### src/rtl/eco32f_fetch_pkg.sv
// Shared definitions for the eco32f instruction fetch stage: state encodings,
// reset PC, NOP encoding and the PC increment helper.
package eco32f_fetch_pkg;

    typedef enum logic [2:0] {
        ECO32F_IF_IDLE    = 3'd0,
        ECO32F_IF_FETCH   = 3'd1,
        ECO32F_IF_HOLD    = 3'd2,
        ECO32F_IF_DISCARD = 3'd3,
        ECO32F_IF_FAULT   = 3'd4
    } if_state_e;

    localparam logic [31:0] ECO32F_NOP_INSN = 32'h0000_0000;
    localparam logic [31:0] ECO32F_RESET_PC = 32'hE000_0000;

    // Sequential fetch wraps modulo 2^32.
    function automatic logic [31:0] pc_inc(input logic [31:0] pc);
        return pc + 32'd4;
    endfunction

endpackage

### src/rtl/eco32f_fetch_skid.sv
// One-entry {pc, insn, fault} buffer that parks a bus response while the
// consumer is stalled.
module eco32f_fetch_skid
    import eco32f_fetch_pkg::*;
(
    input  logic        clk,
    input  logic        rst,
    input  logic        load,
    input  logic        unload,
    input  logic        clear,
    input  logic [31:0] load_pc,
    input  logic [31:0] load_insn,
    input  logic        load_fault,
    output logic        valid,
    output logic [31:0] skid_pc,
    output logic [31:0] skid_insn,
    output logic        skid_fault
);

    always_ff @(posedge clk) begin
        if (!rst)
            valid <= 1'b0;
        else if (clear || unload)
            valid <= 1'b0;
        else if (load)
            valid <= 1'b1;
    end

    // Payload is qualified by valid, so it needs no reset.
    always_ff @(posedge clk) begin
        if (load) begin
            skid_pc    <= load_pc;
            skid_insn  <= load_insn;
            skid_fault <= load_fault;
        end
    end

endmodule

### src/rtl/eco32f_fetch.sv
// Instruction fetch stage: PC, request/ack bus handshake, skid buffer for
// stalled responses and redirect squashing of in-flight fetches.
module eco32f_fetch
    import eco32f_fetch_pkg::*;
#(
    parameter logic [31:0] RESET_PC = ECO32F_RESET_PC,
    parameter logic [31:0] NOP_INSN = ECO32F_NOP_INSN
) (
    input  logic        clk,
    input  logic        rst,
    input  logic        id_stall,
    input  logic        if_redirect,
    input  logic [31:0] if_redirect_pc,
    output logic        ibus_req,
    output logic [31:0] ibus_adr,
    input  logic        ibus_ack,
    input  logic        ibus_err,
    input  logic [31:0] ibus_dat,
    output logic [31:0] id_pc,
    output logic [31:0] id_insn,
    output logic        id_exc_ibus_fault,
    output logic        id_valid
);

    if_state_e   state, state_n;
    logic [31:0] pc, pc_n, adr_n, redirect_pc;
    logic [31:0] id_pc_n, id_insn_n;
    logic        id_fault_n, id_valid_n, req_n, resp;
    logic        skid_load, skid_unload, skid_clear;
    logic        skid_valid, skid_fault;
    logic [31:0] skid_pc, skid_insn, resp_insn;

    assign redirect_pc = if_redirect_pc & ~32'h3;
    assign resp        = ibus_ack | ibus_err;
    assign resp_insn   = ibus_ack ? ibus_dat : NOP_INSN;

    eco32f_fetch_skid u_skid (
        .clk        (clk),
        .rst        (rst),
        .load       (skid_load),
        .unload     (skid_unload),
        .clear      (skid_clear),
        .load_pc    (pc),
        .load_insn  (resp_insn),
        .load_fault (ibus_err),
        .valid      (skid_valid),
        .skid_pc    (skid_pc),
        .skid_insn  (skid_insn),
        .skid_fault (skid_fault)
    );

    always_comb begin
        state_n     = state;
        pc_n        = pc;
        id_pc_n     = id_pc;
        id_insn_n   = id_insn;
        id_fault_n  = id_exc_ibus_fault;
        id_valid_n  = id_valid;
        skid_load   = 1'b0;
        skid_unload = 1'b0;
        skid_clear  = 1'b0;

        if (if_redirect) begin
            // Squash wins over stall; any response this cycle is dropped.
            pc_n        = redirect_pc;
            id_insn_n   = NOP_INSN;
            id_fault_n  = 1'b0;
            id_valid_n  = 1'b0;
            skid_clear  = 1'b1;
            if (state == ECO32F_IF_DISCARD && !resp)
                state_n = ECO32F_IF_DISCARD;
            else if (ibus_req && !resp)
                state_n = ECO32F_IF_DISCARD;
            else
                state_n = ECO32F_IF_FETCH;
        end else begin
            case (state)
                ECO32F_IF_IDLE: state_n = ECO32F_IF_FETCH;
                ECO32F_IF_FETCH: begin
                    if (resp) begin
                        if (ibus_ack)
                            pc_n = pc_inc(pc);
                        if (id_stall) begin
                            skid_load = 1'b1;
                            state_n   = ECO32F_IF_HOLD;
                        end else begin
                            id_pc_n    = pc;
                            id_insn_n  = resp_insn;
                            id_fault_n = ibus_err;
                            id_valid_n = 1'b1;
                            state_n    = ibus_err ? ECO32F_IF_FAULT : ECO32F_IF_FETCH;
                        end
                    end else if (!id_stall) begin
                        id_insn_n  = NOP_INSN;
                        id_fault_n = 1'b0;
                        id_valid_n = 1'b0;
                    end
                end
                ECO32F_IF_HOLD: begin
                    if (!id_stall) begin
                        id_pc_n     = skid_pc;
                        id_insn_n   = skid_insn;
                        id_fault_n  = skid_fault;
                        id_valid_n  = skid_valid;
                        skid_unload = 1'b1;
                        state_n     = skid_fault ? ECO32F_IF_FAULT : ECO32F_IF_FETCH;
                    end
                end
                ECO32F_IF_DISCARD, ECO32F_IF_FAULT: begin
                    if (!id_stall) begin
                        id_insn_n  = NOP_INSN;
                        id_fault_n = 1'b0;
                        id_valid_n = 1'b0;
                    end
                    if (state == ECO32F_IF_DISCARD && resp)
                        state_n = ECO32F_IF_FETCH;
                end
                default: state_n = ECO32F_IF_IDLE;
            endcase
        end

        // Bus outputs are registered; the address only moves when a fresh
        // request is about to be issued, so it is stable while req is high.
        req_n = (state_n == ECO32F_IF_FETCH) || (state_n == ECO32F_IF_DISCARD);
        adr_n = (state_n == ECO32F_IF_FETCH) ? pc_n : ibus_adr;
    end

    always_ff @(posedge clk) begin
        if (!rst) begin
            state             <= ECO32F_IF_IDLE;
            pc                <= RESET_PC;
            ibus_req          <= 1'b0;
            ibus_adr          <= RESET_PC;
            id_pc             <= RESET_PC;
            id_insn           <= NOP_INSN;
            id_exc_ibus_fault <= 1'b0;
            id_valid          <= 1'b0;
        end else begin
            state             <= state_n;
            pc                <= pc_n;
            ibus_req          <= req_n;
            ibus_adr          <= adr_n;
            id_pc             <= id_pc_n;
            id_insn           <= id_insn_n;
            id_exc_ibus_fault <= id_fault_n;
            id_valid          <= id_valid_n;
        end
    end

endmodule

### config.mk
export PLATFORM = sky130hd
export DESIGN_NAME = eco32f_fetch
export DESIGN_NICKNAME = d
export VERILOG_FILES = /design/src/rtl/eco32f_fetch_pkg.sv /design/src/rtl/eco32f_fetch_skid.sv /design/src/rtl/eco32f_fetch.sv
export SDC_FILE = /design/constraint.sdc
export NUM_CORES = 1
export LEC_CHECK = 0
export BUFFER_PORTS_ARGS = -buffer_cell sky130_fd_sc_hd__buf_2
export CORE_MARGIN = 8
export CORE_UTILIZATION = 25
export CTS_CLUSTER_SIZE = 8
export DETAILED_ROUTE_END_ITERATION = 8
export HOLD_SLACK_MARGIN = 0.02
export RECOVER_POWER = 25
export SETUP_SLACK_MARGIN = 0.2
export SLEW_MARGIN = 20
export SYNTH_ARGS = -nofsm -noshare
export SYNTH_HDL_FRONTEND = slang
export SYNTH_SLANG_ARGS = --single-unit
export TNS_END_PERCENT = 30
### constraint.sdc
create_clock -name clk -period 9.2 [get_ports clk]
set_clock_uncertainty 0.05 [all_clocks]
set_input_delay 2.3 -clock clk [delete_from_list [all_inputs] [get_ports clk]]
set_output_delay 2.3 -clock clk [all_outputs]
set_load 0.005 [all_outputs]
==> reports/results.ini <==
[sta]
maxSlewViolCount=120
finalWorstSetupSlack_ps=3530
timing.final.hold_violations=0
timing.final.setup_violations=0
worst_hold_slack_ps=406
fmax_mhz=176
setup_tns_ps=0
rsz0062_at_grt=no
min_period_over_period_pct=61.6
layout_min_cycle_time_ps=5670
worst_pin_slew_ps=1980
relSlewSlack_pct=-31.9

[yosys]
synth_common_cells=dfxtp_1, nor2_1, edfxtp_1, clkbuf_1
synth_async_sr_flop_share_pct=0
post_synth_inst_count=793
number_of_synthesized_flops_with_an_enable_pin=65
post_synth_num_cell_types=61
synth_top_cells_by_area=dfxtp_1, edfxtp_1, nor2_1
net_count_synth=864
synth.cell_area_mm2=0.00828
synth_seq_area_share_pct=56.2
yosys.cell_count.top_type=dfxtp_1
synth_area_per_cell_um2=10.4
synth.largest_area_cell=dfxtp_1
synthDominantCellAreaShare_pct=32.6
synth_seq_cells=200
ys.flop_type=dfxtp_1
synth.yosys.warnings=0

[route]
detail_route.vias_per_cell=4.78
drt_first_pass_iters=5
detailedRoute.firstIterationViolations=440
vias=6582
detail_route.wl_per_cell_um=18.4
drcViolationCount=0
wl_um=25400
drt.antenna.violating_nets=0

[worst_setup_path]
crit_path_cell_trace=clkbuf_1, inv_1, clkbuf_1, a221oi_2, buf_4, nor2_1, o22a_1
worst_r2r_path_depth=5
cp_data_required_time_ps=9530
worst_path_arrival_time_ps=6000
worst-setup-path-type=input port to flip-flop
largest_incremental_delay_on_the_critical_path_ps=1440
critPathLaunchType=input port
crit_path_end_kind=flip-flop
worst_path_most_repeated_cell=clkbuf_1
cp_slowest_cell=clkbuf_1
timing.critical_path.fanout_max=39

[grt]
global_route.overflow_total=0
grt_first_pass_wirelength_um=38500
antenna_found_initial=8
grt_pass1_vias=6492
grt_max_degree=73
groute.usage.overall_pct=12.7

[cts]
cts_tree=done
cts_hold_repair.buffers=0
cts_repair_resize_count=0
cts-htree-levels=4
post-cts-setup-buffer-count=0
clk_slew_on_worst_s_h_paths_ps=80
clock-sinks=200
clock_tree.root_cell=clkbuf_16
worst_skew_pair.late_latency_ps=440
numCtsBuffers=17
clock_tree.buffer_depth=2

[die]
ios=169
design.die.area_mm2=0.0392
rows=66
starting_density_of_the_core_pct=25.4
fp.dieH_um=198
die_x_um=198
fp.coreArea_mm2=0.0326

[min_path]
worst_hold_path_type=flip-flop to flip-flop
hold_path_depth=2

[final_layout]
post-route-cell-area_mm2=0.0101
num-nets-final=992
final_core_utilization_pct=31.1
final_layout_size_suffix_gt1_share_pct=22.4
synthesis_to_finish_area_growth_pct=22.3
final-instance-count-excl-fill=1378

[place]
dp_cells=1344
preCtsSetupSlack_ps=4140
hpwl_um=17500
gpl.final_weighted_congestion=0.792
port_buffers=166
dpl_cell_area_mm2=0.00952

[power_and_ir_drop]
power_leakage_nw=3.78
pwr_density_cell_mw_per_mm2=199
relative_contribution_of_the_clock_network_to_total_power_pct=39.4
power.internal_mw=1.48
relative_contribution_of_combinational_cells_to_total_power_pct=11.2
totalPowerFinal_mw=2.01
pwr-share-seq_pct=49.4
worst_ir_drop_vdd_uv=137
switchingPower_mw=0.534
sw_frac_of_total_pct=26.5

[flow_run]
drv_cap=3

[run_status]
result_of_the_run=finished with violations
failing_checks=capacitance limit, slew limit

## per-layer routing
layer / GRT usage [%] / vias to the layer above / part of all wire, %
met3: 4.62 / 30 / 7.3
li1: - / 3216 / -
met4: 3.90 / 10 / 1.6
met5: 0 / - / 0.26
met2: 20.4 / 165 / 47
met1: 15.9 / 3161 / 44
## cell type report
cell class	count	area, um^2
Fill cell	3354	22500
Sequential cell	200	4650
Multi-Input combinational cell	514	3360
Timing Repair Buffer	175	876
Tap cell	442	553
Clock buffer	18	450
Clock inverter	14	176
Inverter	13	48.8
Antenna cell	2	5.00
## worst max-delay path: cells and delay by family
kind | cells | cell delay [ps]
buf+inv | 4 | 2620
compound gates | 2 | 420
simple gates | 1 | 640
## worst paths after layout
| path | startpoint | endpoint | slack, ps |
|---|---|---|---|
| max | if_redirect | ibus_adr[18] | 3530 |
| min | ibus_adr[7] | ibus_adr[7] | 410 |
| max reg2reg | state[1] | id_pc[13] | 5920 |
| min reg2reg | ibus_adr[7] | ibus_adr[7] | 410 |
## power by group through the flow
| stage | sequential (mW) | clock (mW) | combinational, mW |
|---|---|---|---|
| floorplan | 1.01 | 0 | 0.137 |
| global placement | 1.01 | 0 | 0.230 |
| detailed placement | 1.01 | 0 | 0.232 |
| CTS | 0.994 | 0.812 | 0.232 |
| global route | 1.00 | 0.851 | 0.253 |
| finish | 0.994 | 0.793 | 0.225 |
## flip-flops by register name, indices dropped and copies added (netlist names), 3 cells and up
| name | flops |
|---|---|
| ibus_adr | 32 |
| id_insn | 32 |
| id_pc | 32 |
| pc | 32 |
| state | 3 |
| u_skid.skid_insn | 32 |
| u_skid.skid_pc | 32 |
## cells by family (layout without fill, tap and decap cells)
logic type,Yosys count,after routing,share of synthesized area (%)
and+or+nand+nor,263,263,16.0
AOI/OAI and AO/OA,210,210,19.0
DFF,200,200,56.2
buffers and inverters,79,220,3.84
muxes,33,33,4.00
xor gates and xnor gates,7,7,0.740
adders and majority gates,1,1,0.151
other,0,2,0
## cells in the final DEF, fill, tap and decap left out, types with 4 or more instances in the layout
cell type  count
buf_2        151
dfxtp_1      135
nor2_1        95
edfxtp_1      65
a22oi_1       35
a22o_1        33
nand2_1       32
a211oi_1      32
mux2i_1       32
and2_0        31
o21ai_0       22
nand3_1       20
clkbuf_16     18
clkbuf_1      16
nor3_1        14
inv_1         13
o31ai_1       13
a21oi_1       13
nor4_1        11
nand2b_1      10
o211ai_1      10
o22a_1        10
buf_4          8
nand4_1        7
or4_1          7
and3_1         7
a31oi_1        6
or3_1          5
a21o_1         5
o31a_1         5
inv_6          5
or2_2          4
xnor2_1        4
No activity file was read; power rests on OpenSTA's default activity.
